<file path="src/rtl/seq_mult_unit.sv">
// Radix-2 shift-and-add unsigned multiplier: one multiplier bit per clock, start/busy/done handshake.
// Optional SEQ_MULT_EARLY_TERM_EN finishes as soon as the remaining multiplier bits are all zero.
module seq_mult_unit #(
  parameter int INPUT_SIZE = 10
) (
  input  logic                      clk,
  input  logic                      rst,
  input  logic                      start,
  input  logic [INPUT_SIZE-1:0]     A,
  input  logic [INPUT_SIZE-1:0]     B,
  output logic [2*INPUT_SIZE-1:0]   P,
  output logic                      busy,
  output logic                      done
);

  localparam int N  = INPUT_SIZE;
  localparam int CW = $clog2(N + 1);

  typedef enum logic [1:0] {S_IDLE, S_RUN, S_DONE} state_t;

  state_t        state;
  logic [N-1:0]  m;
  logic [N:0]    hi;
  logic [N-1:0]  lo;
  logic [CW-1:0] cnt;

  logic [N:0]     sum;
  logic [2*N:0]   shifted;
  logic [N:0]     hi_nxt;
  logic [N-1:0]   lo_nxt;
  logic [2*N-1:0] prod;
  logic           last;

  // hi is one bit wider than M so the add can never lose its carry.
  always_comb begin
    sum     = lo[0] ? hi + {1'b0, m} : hi;
    shifted = {sum, lo} >> 1;
    hi_nxt  = shifted[2*N:N];
    lo_nxt  = shifted[N-1:0];
  end

`ifdef SEQ_MULT_EARLY_TERM_EN
  logic [N-1:0] rem_mask;

  // Once the unprocessed multiplier bits are zero, the remaining edges would only shift.
  always_comb begin
    rem_mask = '0;
    for (int i = 0; i < N; i++) begin
      rem_mask[i] = (i < int'(cnt) - 1);
    end
    last = ~|(lo_nxt & rem_mask);
    prod = (2*N)'(shifted >> (cnt - CW'(1)));
  end
`else
  always_comb begin
    last = (cnt == CW'(1));
    prod = shifted[2*N-1:0];
  end
`endif

  always_ff @(posedge clk) begin
    if (rst) begin
      state <= S_IDLE;
      m     <= '0;
      hi    <= '0;
      lo    <= '0;
      cnt   <= '0;
      P     <= '0;
      busy  <= 1'b0;
      done  <= 1'b0;
    end else begin
      case (state)
        S_IDLE, S_DONE: begin
          done <= 1'b0;
          if (start) begin
            m     <= A;
            hi    <= '0;
            lo    <= B;
            cnt   <= CW'(N);
            state <= S_RUN;
            busy  <= 1'b1;
          end else begin
            state <= S_IDLE;
            busy  <= 1'b0;
          end
        end
        S_RUN: begin
          hi  <= hi_nxt;
          lo  <= lo_nxt;
          cnt <= cnt - CW'(1);
          if (last) begin
            P     <= prod;
            state <= S_DONE;
            busy  <= 1'b0;
            done  <= 1'b1;
          end
        end
        default: begin
          state <= S_IDLE;
          busy  <= 1'b0;
          done  <= 1'b0;
        end
      endcase
    end
  end

endmodule

</file>
<file path="config.mk">
export PLATFORM = sky130hd
export DESIGN_NAME = seq_mult_unit
export DESIGN_NICKNAME = d
export VERILOG_FILES = /design/src/rtl/seq_mult_unit.sv
export SDC_FILE = /design/constraint.sdc
export NUM_CORES = 1
export LEC_CHECK = 0
export ABC_AREA = 1
export BUFFER_PORTS_ARGS = -buffer_cell sky130_fd_sc_hd__buf_2
export CAP_MARGIN = 20
export CORE_MARGIN = 2
export CORE_UTILIZATION = 60
export CTS_CLUSTER_SIZE = 14
export DETAILED_ROUTE_END_ITERATION = 8
export HOLD_SLACK_MARGIN = 0.08
export PLACE_DENSITY = 0.95
export SYNTH_ARGS = -nofsm -noshare
export SYNTH_HDL_FRONTEND = slang
export SYNTH_SLANG_ARGS = --single-unit
</file>
<file path="constraint.sdc">
create_clock -name clk -period 2.6 [get_ports clk]
set_input_delay 0.39 -clock clk [delete_from_list [all_inputs] [get_ports clk]]
set_output_delay 0.39 -clock clk [all_outputs]
set_load 0.005 [all_outputs]
</file>
==> reports/metrics.csv, run 1 <==
stage;metric;value;unit
status;status;complete, no violations;
power;leakagePower;1.65;nW
finish;final_cell_area;3280;sq um
synthesis;synth_top_cell_by_area;dfxtp_1;
die;num_io_pins;45;
global_routing;grt_max_degree;33;
sta;layout_min_cycle_time;1840;ps
synthesis;syn_avg_cell_area;7.20;sq um
power;power_frac_seq;45.1;%
finish;postLayoutCoreUtil;73.8;%
power;p_switching;0.000551;W
die;row_count;24;
synthesis;ys.warnings.count;0;
synthesis;syn-num-nets;429;
place;place.gp.congestion;0.930;
finish;drive_gt1_share;18.6;%
clock_network;cts_tree;built;
finish;instances_no_fill;493;
sta;slew_viol_final;0;
global_routing;grt-ovfl-total;0;
die;fp.dieW;72.7;um
finish;antenna_cells;0;
finish;layout_common_cells;nand2_1 (88), dfxtp_1 (58), nor2_1 (54);
finish;fin_nets;472;
sta;tightest_slew;901;ps
clock_network;clk_path_buf_depth;2;
worst_setup_path;crit_required;2850;ps
sta;clock_skew;6.21;ps
worst_setup_path;setup.worst_path.start;m[0];
worst_setup_path;rr_worst_depth;11;
place;dp.cells;477;
finish;mostFrequentLayoutCell;nand2_1;
drt;drc;0;
drt;wl;6.87;mm
finish;area_growth;15.9;%
global_routing;grt_first_pass_wirelength;11.2;mm
clock_network;ctsResizeCount;0;
worst_setup_path;critical_path_class;reg -> reg;
synthesis;ys_types;32;
min_path;worstHoldEndpoint;m[3];
power;p_total;0.00213;W
synthesis;yosys_register_bits;58;
power;powerDensity;651;nW/um^2
synthesis;synth_area_leaders;dfxtp_1 (41%), nand2_1 (12%), nor2_1 (7.2%), nand3_1 (6.4%), inv_1 (6.2%);
place;place_area;3060;sq um
sta;setup_viol;0;
sta;hold_violations;0;
synthesis;synthesis.area;2830;sq um
flow_run;cap_violations;0;
global_routing;grt_pass1_vias;2581;
sta;period_share;70.9;%
global_routing;grt_antenna_before_repair;0;
sta;fmax;0.542;GHz
clock_network;cts_sinks;58;
min_path;holdPathStages;3;
clock_network;cts-root-buf;clkbuf_8;
worst_setup_path;crit_chain;ha_1 > fa_1 > nand2_1 > nand3_1 > nand2_1 > xor2_1 > nand2_1 > o21ai_0 > nand2_1 > nand2_1 > inv_1;
drt;viasPerCell;5.51;
drt;wire_per_inst;13.9;um
drt;drt_first_iter_violations;299;
clock_network;cts_hold_buf;0;
worst_setup_path;timing.rr.start;m[0];
power;switching_share;25.8;%
power;power_frac_comb;11.9;%
power;vdd_drop_max;0.000510;V
die;core;4440;sq um
worst_setup_path;worstReg2RegEnd;P[13];
clock_network;htree_num_levels;3;
clock_network;cts_setup_buffers;0;
power;p_int;0.00158;W
sta;rsz0062_at_grt;no;
worst_setup_path;crit_path_end_kind;flip-flop;
place;portBuffers;44;
synthesis;synthCells;393;
synthesis;netlist.area_leader.share;41.0;%
die;die-area;5280;sq um
min_path;hp-start;A[3];
sta;slew_headroom;39.9;%
power;power.share.clock;43.0;%
drt;drtPass1Iterations;5;
worst_setup_path;reg2reg_slack;760;ps
clock_network;insertion_delay;340;ps
die;die_h;72.7;um
worst_setup_path;cpMostUsedCell;nand2_1;
synthesis;synth_seq_area_share;41.0;%
worst_setup_path;cp_max_fo;4;
sta;setup_tns;0;ps
worst_setup_path;crit_arrival;2090;ps
worst_setup_path;critPathSlowestCell;fa_1;
clock_network;clk_pin_slew;70;ps
place;dp.final_hpwl;4.78;mm
drt;via_count;2717;
worst_setup_path;critPathLaunchType;flip-flop;
global_routing;grt_use_total;27.9;%
die;initial_core_util;63.7;%
clock_network;cts_buffers;9;
drt;ant_nets;0;
min_path;hold_class;in -> reg;
worst_setup_path;cpPeakStageDelay;390;ps
[per-stage QoR]
stage          worst slack [ps]  hold WS [ps]
2_1_floorplan               914           438
3_3_place_gp                819           448
3_5_place_dp                779           451
5_1_grt                     550           285
6_report                    756           273
4_1_cts                     767           268
[layout make-up]
cell class | instances | area, sq um
Inverter | 51 | 194
Clock inverter | 5 | 77.6
Multi-Input combinational cell | 270 | 1410
Tap cell | 52 | 65.1
Fill cell | 339 | 1160
Timing Repair Buffer | 46 | 235
Clock buffer | 11 | 141
Sequential cell | 58 | 1160
[Yosys cell counts (all sizes together)]
cell type and count:
buf 9, a31oi 1, fa 1, nor2 59, xor2 1, ha 12, o21a 1, nand2 89
o21ai 42, o22ai 4, nand3b 1, clkbuf 5, o221ai 1, nor3 1, or2 1, dfxtp 58
a21oi 12, nand4 3, nand3 36, a22o 1, a221oi 3, inv 51, a211oi 1
[flip-flops by register name, summed over array words and instances, names as in the netlist]
name	count
cnt	4
m	10
done	1
lo	10
busy	1
state	2
hi	10
P	20
[how the worst max path moves through the flow]
stage,end,slack [ps],cells after the start
6_report,P[13],760,11
5_1_grt,P[13],550,11
4_1_cts,P[13],770,11
3_5_place_dp,P[13],780,11
3_3_place_gp,P[13],820,11
2_1_floorplan,P[13],910,11
[kinds of logic (layout without fill, tap and decap cells)]
logic type | count (synthesis) | after routing | share of synthesized area (%)
simple gates | 190 | 190 | 29.3
compound gates | 66 | 66 | 14.1
buf+inv | 65 | 113 | 9.29
flops | 58 | 58 | 41.0
fa+ha+maj | 13 | 13 | 6.01
xor+xnor | 1 | 1 | 0.310
[routing by layer]
layer | up-vias | track usage, % | part of all wire (%)
met2 | 112 | 42.6 | 46
li1 | 1351 | - | -
met3 | 9 | 9.81 | 8.1
met1 | 1245 | 35.6 | 45
met5 | - | 0 | 0
met4 | 0 | 12.1 | 1.4
[worst max-delay path, delay by kind of cell, from the launching register on]
family	cells	cell delay (ps)
xor gates and xnor gates	1	140
AOI/OAI and AO/OA	1	120
adders and majority gates	2	630
DFF	1	310
and+or+nand+nor	6	490
buffers and inverters	1	40
[power by group through the flow]
stage	sequential [W]	combinational, W	clock, W
floorplan	0.000972	0.000187	0
global placement	0.000979	0.000240	0
detailed placement	0.000980	0.000250	0
CTS	0.000961	0.000253	0.000925
global route	0.000966	0.000287	0.000961
finish	0.000962	0.000255	0.000917
No activity file was read; power rests on OpenSTA's default activity.
==> run 2: changes to the inputs <==
--- a/config.mk
+++ b/config.mk
@@ -9,11 +9,11 @@
 export BUFFER_PORTS_ARGS = -buffer_cell sky130_fd_sc_hd__buf_2
 export CAP_MARGIN = 20
 export CORE_MARGIN = 2
-export CORE_UTILIZATION = 60
+export CORE_UTILIZATION = 51
 export CTS_CLUSTER_SIZE = 14
 export DETAILED_ROUTE_END_ITERATION = 8
 export HOLD_SLACK_MARGIN = 0.08
-export PLACE_DENSITY = 0.95
+export PLACE_DENSITY = 0.88
 export SYNTH_ARGS = -nofsm -noshare
 export SYNTH_HDL_FRONTEND = slang
 export SYNTH_SLANG_ARGS = --single-unit
==> constraint.sdc (replaced) <==
create_clock -name clk -period 1.6 [get_ports clk]
set_input_delay 0.24 -clock clk [delete_from_list [all_inputs] [get_ports clk]]
set_output_delay 0.24 -clock clk [all_outputs]
set_load 0.005 [all_outputs]
==> run 2 against run 1 <==
The run now ends with setup timing left. Register-to-register slack worse by 840 ps. Worst setup slack worse by 840 ps. Sequential power increased by 63%. Global-route usage is 3.6 points lower. Combinational power grew 93%. Clock power grew 47%. Final cell count increased by 6.9%. Total power grew 60%. Critical endpoint is now hi[9]. Highest routed layer unchanged.
==> reports/metrics.csv, run 2 (synthesized netlist as in run 1, its figures left out) <==
stage;metric;value;unit;change
sta;clock_skew;11.0;ps;+4.77 ps
sta;tightest_slew;445;ps;-456 ps
global_routing;grt_pass1_vias;2594;;+0.50%
worst_setup_path;cp_max_fo;3;;-1
finish;mostFrequentLayoutCell;nand2_1;;
power;vdd_drop_max;0.000611;V;+20%
worst_setup_path;cpPeakStageDelay;340;ps;-50 ps
place;portBuffers;44;;unchanged
worst_setup_path;cp.depth;10;;-1
die;num_io_pins;45;;unchanged
worst_setup_path;crit_required;1830;ps;-1020 ps
power;leakagePower;1.72;nW;+4.0%
clock_network;cts_buffers;9;;unchanged
flow_run;cap_violations;0;;unchanged
clock_network;cts-root-buf;clkbuf_8;;
drt;drt_first_iter_violations;271;;-9.4%
finish;drive_gt1_share;32.7;%;+14 points
clock_network;clk_pin_slew;70;ps;about the same
place;post-place-ws;-124;ps;-904 ps
worst_setup_path;critPathSlowestCell;dfxtp_2;;
global_routing;grt_use_total;24.2;%;-3.6 points
sta;slew_viol_final;0;;unchanged
worst_setup_path;rr_worst_depth;10;;-1
finish;area_growth;28.1;%;
worst_setup_path;cpMostUsedCell;nand2_1;;
min_path;holdPathStages;3;;unchanged
drt;viasPerCell;5.35;;-2.9%
finish;antenna_cells;0;;unchanged
die;initial_core_util;52.0;%;-12 points
global_routing;grt_antenna_before_repair;0;;unchanged
clock_network;cts_hold_buf;0;;unchanged
status;status;finished, violations left;;
finish;top_register;P;;
drt;ant_nets;0;;unchanged
drt;drtPass1Iterations;4;;-1
die;row_count;27;;+13%
die;die_h;78.5;um;+8.0%
sta;fmax;0.595;GHz;+9.8%
drt;via_count;2820;;+3.8%
min_path;hold_class;in -> reg;;
sta;hold_violations;0;;unchanged
worst_setup_path;critical_path_class;reg -> reg;;
sta;layout_min_cycle_time;1680;ps;-164 ps
clock_network;cts_tree;built;;
finish;fin_nets;486;;+3.0%
worst_setup_path;reg2reg_slack;-80;ps;-840 ps
place;place.gp.congestion;0.883;;-5.0%
place;dp.final_hpwl;4.70;mm;-1.6%
sta;rsz0062_at_grt;yes;;
sta;slew_headroom;70.3;%;+30 points
die;die-area;6160;sq um;+17%
sta;fin_ws;-79.8;ps;-836 ps
worst_setup_path;critPathLaunchType;flip-flop;;
drt;wire_per_inst;14.0;um;+0.45%
global_routing;grt_first_pass_wirelength;11.5;mm;+2.8%
worst_setup_path;path_buf_inv;0;;-1
drt;drc;0;;unchanged
clock_network;cts_sinks;58;;unchanged
finish;largest_register_ffs;20;;unchanged
sta;setup_tns;-442;ps;-442 ps
finish;layout_common_cells;nand2_1 (77), nor2_1 (49), dfxtp_1 (48);;
worst_setup_path;crit_path_end_kind;flip-flop;;
die;core;5440;sq um;+22%
clock_network;htree_num_levels;3;;unchanged
drt;wl;7.38;mm;+7.4%
clock_network;insertion_delay;350;ps;about the same
clock_network;clk_path_buf_depth;2;;unchanged
worst_setup_path;critPathTopFamily;simple AND/OR/NAND/NOR gates;;
sta;period_share;105;%;+34 points
sta;setup_viol;8;;+8
power;powerDensity;940;nW/um^2;+45%
die;fp.dieW;78.5;um;+8.0%
global_routing;grt-ovfl-total;0;;unchanged
status;violations;setup timing;;
worst_setup_path;crit_arrival;1910;ps;-180 ps
worst_setup_path;crit_chain;ha_4 > fa_2 > nand2_2 > nand3_4 > nand3_1 > nand2_1 > nand2_1 > nand2_1 > nand2_1 > o22ai_1;;
global_routing;grt_max_degree;33;;unchanged
==> run 2: cell types whose count changed in the layout (fill, tap and decap cells not counted), sizes merged <==
cell      before  now
bufinv         2    1
clkbuf        11    9
buf           46   60
inv           51   52
clkinv         2    3
clkinvlp       1    2
==> run 2: timing repair <==
item,in CTS,in global routing
endpoints found under the hold margin,0,0
endpoints found under the setup margin,12,19
gates resized for setup,14,42
setup buffers,2,3
pin swaps,5,14
==> run 2: through the flow <==
step / hold WS [ps] / instances / total power, W / instance area, sq um / utilization, %
6_report: 109 / 527 / 0.00341 / 3620 / 66.6
5_1_grt: 127 / 527 / 0.00355 / 3620 / 66.6
4_1_cts: 109 / 525 / 0.00336 / 3450 / 63.5
3_5_place_dp: 459 / 507 / 0.00202 / 3170 / 58.3
3_3_place_gp: 448 / 507 / 0.00200 / 3170 / 58.3
2_1_floorplan: 375 / 393 / 0.00188 / 2840 / -
==> run 2: layout make-up <==
type	instances	area (sq um)
fillers	420	1810
clock inverters	7	68.8
well taps	72	90.1
repair buffers	60	344
clock buffers	9	124
flip-flops and latches	58	1170
inverters	51	194
multi-input cells	270	1630
==> run 2: layer usage <==
layer  global-route usage [%]  part of all wire, %
met5                        0                    0
met4                     12.1                  3.7
met3                     8.16                  6.8
met2                     39.9                   49
met1                     28.1                   40
==> run 2: where the power goes <==
group	total [W]	switching, W	leakage, nW	internal, W
Sequential	0.00157	0.0000506	0.477	0.00152
Combinational	0.000491	0.000307	1.14	0.000184
Clock	0.00135	0.000634	0.0954	0.000714
==> run 2: path summary, 6_finish.rpt <==
| check | to | startpoint |
|---|---|---|
| worst max-delay path | hi[9] | m[0] |
| worst min-delay path | m[7] | A[7] |
| worst max register to register | hi[9] | m[0] |
| worst min register to register | busy | busy |
==> run 2: worst register-to-register path, delay by kind of cell (launching register included) <==
| family | cells | cell delay [ps] |
|---|---|---|
| DFF | 1 | 340 |
| and+or+nand+nor | 7 | 650 |
| AOI/OAI and AO/OA | 1 | 60 |
| adders and majority gates | 2 | 510 |
==> run 3: changes to the inputs <==
--- a/config.mk
+++ b/config.mk
@@ -8,7 +8,7 @@
 export ABC_AREA = 1
 export BUFFER_PORTS_ARGS = -buffer_cell sky130_fd_sc_hd__buf_2
 export CAP_MARGIN = 20
-export CORE_MARGIN = 2
+export CORE_MARGIN = 5
 export CORE_UTILIZATION = 51
 export CTS_CLUSTER_SIZE = 14
 export DETAILED_ROUTE_END_ITERATION = 8
==> run 3 against run 2 <==
Worst setup slack gained 47 ps. Sequential share of layout area shrank 0.73 points. The run still ends with setup timing left. Final area grew 2.4%. Non-clock buffer count grew 3. Maximum frequency grew 2.9%. Count of clock-buffer cells in the layout grew 1.
==> reports/metrics.csv, run 3 (synthesized netlist as in run 1, its figures left out) <==
stage;metric;value;unit;change
status;status;finished, violations left;;
status;violations;setup timing;;
worst_setup_path;timing.rr.start;m[0];;
clock_network;clk_path_buf_depth;2;;unchanged
finish;layout_common_cells;nand2_1 (79), nor2_1 (48), dfxtp_1 (47);;
worst_setup_path;worstReg2RegEnd;P[13];;
clock_network;cts_hold_buf;0;;unchanged
worst_setup_path;cpPeakStageDelay;340;ps;about the same
min_path;hold_class;in -> reg;;
die;die_h;84.5;um;+7.6%
sta;clock_skew;8.55;ps;-2.43 ps
worst_setup_path;reg2reg_slack;-30;ps;+50 ps
drt;via_count;2780;;-1.4%
clock_network;htree_num_levels;3;;unchanged
worst_setup_path;crit_chain;ha_4 > fa_2 > nand2_2 > nand3_4 > nand2_2 > xor2_1 > nand2_1 > o21ai_2 > nand2_1 > nand2_1 > inv_1;;
global_routing;grt_max_degree;23;;-30%
die;core;5440;sq um;unchanged
sta;setup_viol;3;;-5
worst_setup_path;critical_path_class;reg -> reg;;
worst_setup_path;critPathLaunchType;flip-flop;;
sta;tightest_slew;410;ps;-34.9 ps
drt;drt_first_iter_violations;158;;-42%
place;dp.final_hpwl;4.98;mm;+5.9%
global_routing;grt_first_pass_wirelength;12.0;mm;+4.3%
place;portBuffers;44;;unchanged
drt;drtPass1Iterations;5;;+1
power;power_frac_comb;13.8;%;-0.6 points
global_routing;grt_use_total;20.8;%;-3.5 points
clock_network;cts_buffers;9;;unchanged
global_routing;grt-ovfl-total;0;;unchanged
worst_setup_path;path_buf_inv;1;;+1
power;vdd_drop_max;0.000530;V;-13%
worst_setup_path;crit_path_end_kind;flip-flop;;
flow_run;cap_violations;0;;unchanged
place;place.gp.congestion;0.941;;+6.6%
worst_setup_path;crit_required;1840;ps;about the same
sta;setup_tns;-68.0;ps;+374 ps
worst_setup_path;rr_worst_depth;11;;+1
finish;mostFrequentLayoutCell;nand2_1;;
power;power_frac_seq;43.6;%;-2.4 points
worst_setup_path;crit_arrival;1870;ps;-40 ps
sta;hold_violations;0;;unchanged
drt;drc;0;;unchanged
min_path;worstHoldEndpoint;m[3];;
worst_setup_path;cpMostUsedCell;nand2_1;;
min_path;hp-start;A[3];;
clock_network;insertion_delay;340;ps;about the same
die;initial_core_util;52.0;%;unchanged
drt;ant_nets;0;;unchanged
power;power.share.clock;42.6;%;+3.0 points
finish;largest_register_ffs;20;;unchanged
sta;slew_viol_final;0;;unchanged
die;fp.dieW;84.5;um;+7.6%
worst_setup_path;cp_max_fo;3;;unchanged
die;row_count;27;;unchanged
sta;layout_min_cycle_time;1630;ps;-47.0 ps
clock_network;cts-root-buf;clkbuf_8;;
global_routing;grt_pass1_vias;2661;;+2.6%
drt;wire_per_inst;13.9;um;-0.54%
sta;period_share;102;%;-2.9 points
min_path;holdPathStages;3;;unchanged
power;p_total;0.00361;W;+5.8%
finish;area_growth;31.2;%;
clock_network;cts_tree;built;;
worst_setup_path;critPathSlowestCell;dfxtp_2;;
power;p_switching;0.000972;W;-2.0%
place;post-place-ws;-70.8;ps;+53.3 ps
drt;wl;7.38;mm;about the same
sta;fmax;0.612;GHz;+2.9%
sta;rsz0062_at_grt;yes;;
clock_network;cts_sinks;58;;unchanged
sta;fin_ws;-32.8;ps;+47.0 ps
drt;viasPerCell;5.25;;-2.0%
die;die-area;7140;sq um;+16%
sta;slew_headroom;72.7;%;+2.3 points
finish;drive_gt1_share;33.0;%;+0.22 points
finish;antenna_cells;0;;unchanged
global_routing;grt_antenna_before_repair;0;;unchanged
clock_network;clk_pin_slew;70;ps;about the same
finish;top_register;P;;
finish;fin_nets;489;;+0.62%
worst_setup_path;critPathTopFamily;adder cells;;
die;num_io_pins;45;;unchanged
power;leakagePower;1.76;nW;+2.4%
power;switching_share;26.9;%;-2.1 points
power;powerDensity;971;nW/um^2;+3.3%
power;p_int;0.00263;W;+9.0%
run 3: cell count changes in the layout (fill, tap and decap cells not counted), moves of 2 or more:
cell	previous run	this run
nand2_2	12	10
nand2_1	77	79
clkinv_2	3	1
clkinv_4	0	2
buf_4	15	17
nor2_4	2	4
run 3: worst max-delay path by stage:
| stage | from | end | cells after the start |
|---|---|---|---|
| floorplan | m[0] | P[13] | 11 |
| global placement | m[0] | P[13] | 11 |
| detailed placement | m[0] | P[13] | 11 |
| CTS | hi[0] | P[13] | 11 |
| global route | m[0] | P[13] | 11 |
| finish | m[0] | P[13] | 11 |
run 3: cell type report:
type / instances / area (sq um)
clock buffers: 10 / 138
clock inverters: 6 / 90.1
fillers: 416 / 1730
inverters: 51 / 194
multi-input cells: 270 / 1650
flip-flops and latches: 58 / 1170
well taps: 72 / 90.1
repair buffers: 63 / 379
run 3: metal layers:
| metal | track usage (%) | vias to the layer above | routed length [um] |
|---|---|---|---|
| met5 | 0 | - | 0 |
| met4 | 8.63 | 0 | 149 |
| met3 | 5.30 | 16 | 476 |
| met2 | 35.9 | 87 | 3770 |
| met1 | 24.3 | 1280 | 2990 |
| li1 | - | 1397 | - |
run 3: power by group through the flow:
stage	Combinational, W	Sequential, W	Clock, W
final	0.000499	0.00157	0.00154
after global routing	0.000559	0.00158	0.00164
after CTS	0.000457	0.00156	0.00155
after detailed placement	0.000443	0.00159	0
after global placement	0.000430	0.00158	0
after floorplan	0.000304	0.00158	0
run 3: what timing repair did:
action                                 in CTS  in global routing
gates cloned                                0                  0
setup endpoints to repair                  10                 20
pin swaps                                   3                 18
setup buffers                               2                  2
gates resized for setup                    11                 45
endpoints found under the hold margin       0                  0
run 3: worst min-delay path, stage by stage:
cell and delay (ps):
buf_2 70, nor2_1 30, nor2_1 80
run 3: through the flow:
stage          instances  area, sq um  utilization (%)  hold slack [ps]
4_1_cts              529         3510             64.6              113
2_1_floorplan        393         2840                -              375
6_report             530         3710             68.3              124
5_1_grt              530         3710             68.3              120
3_5_place_dp         511         3210             59.1              463
3_3_place_gp         511         3210             59.1              447
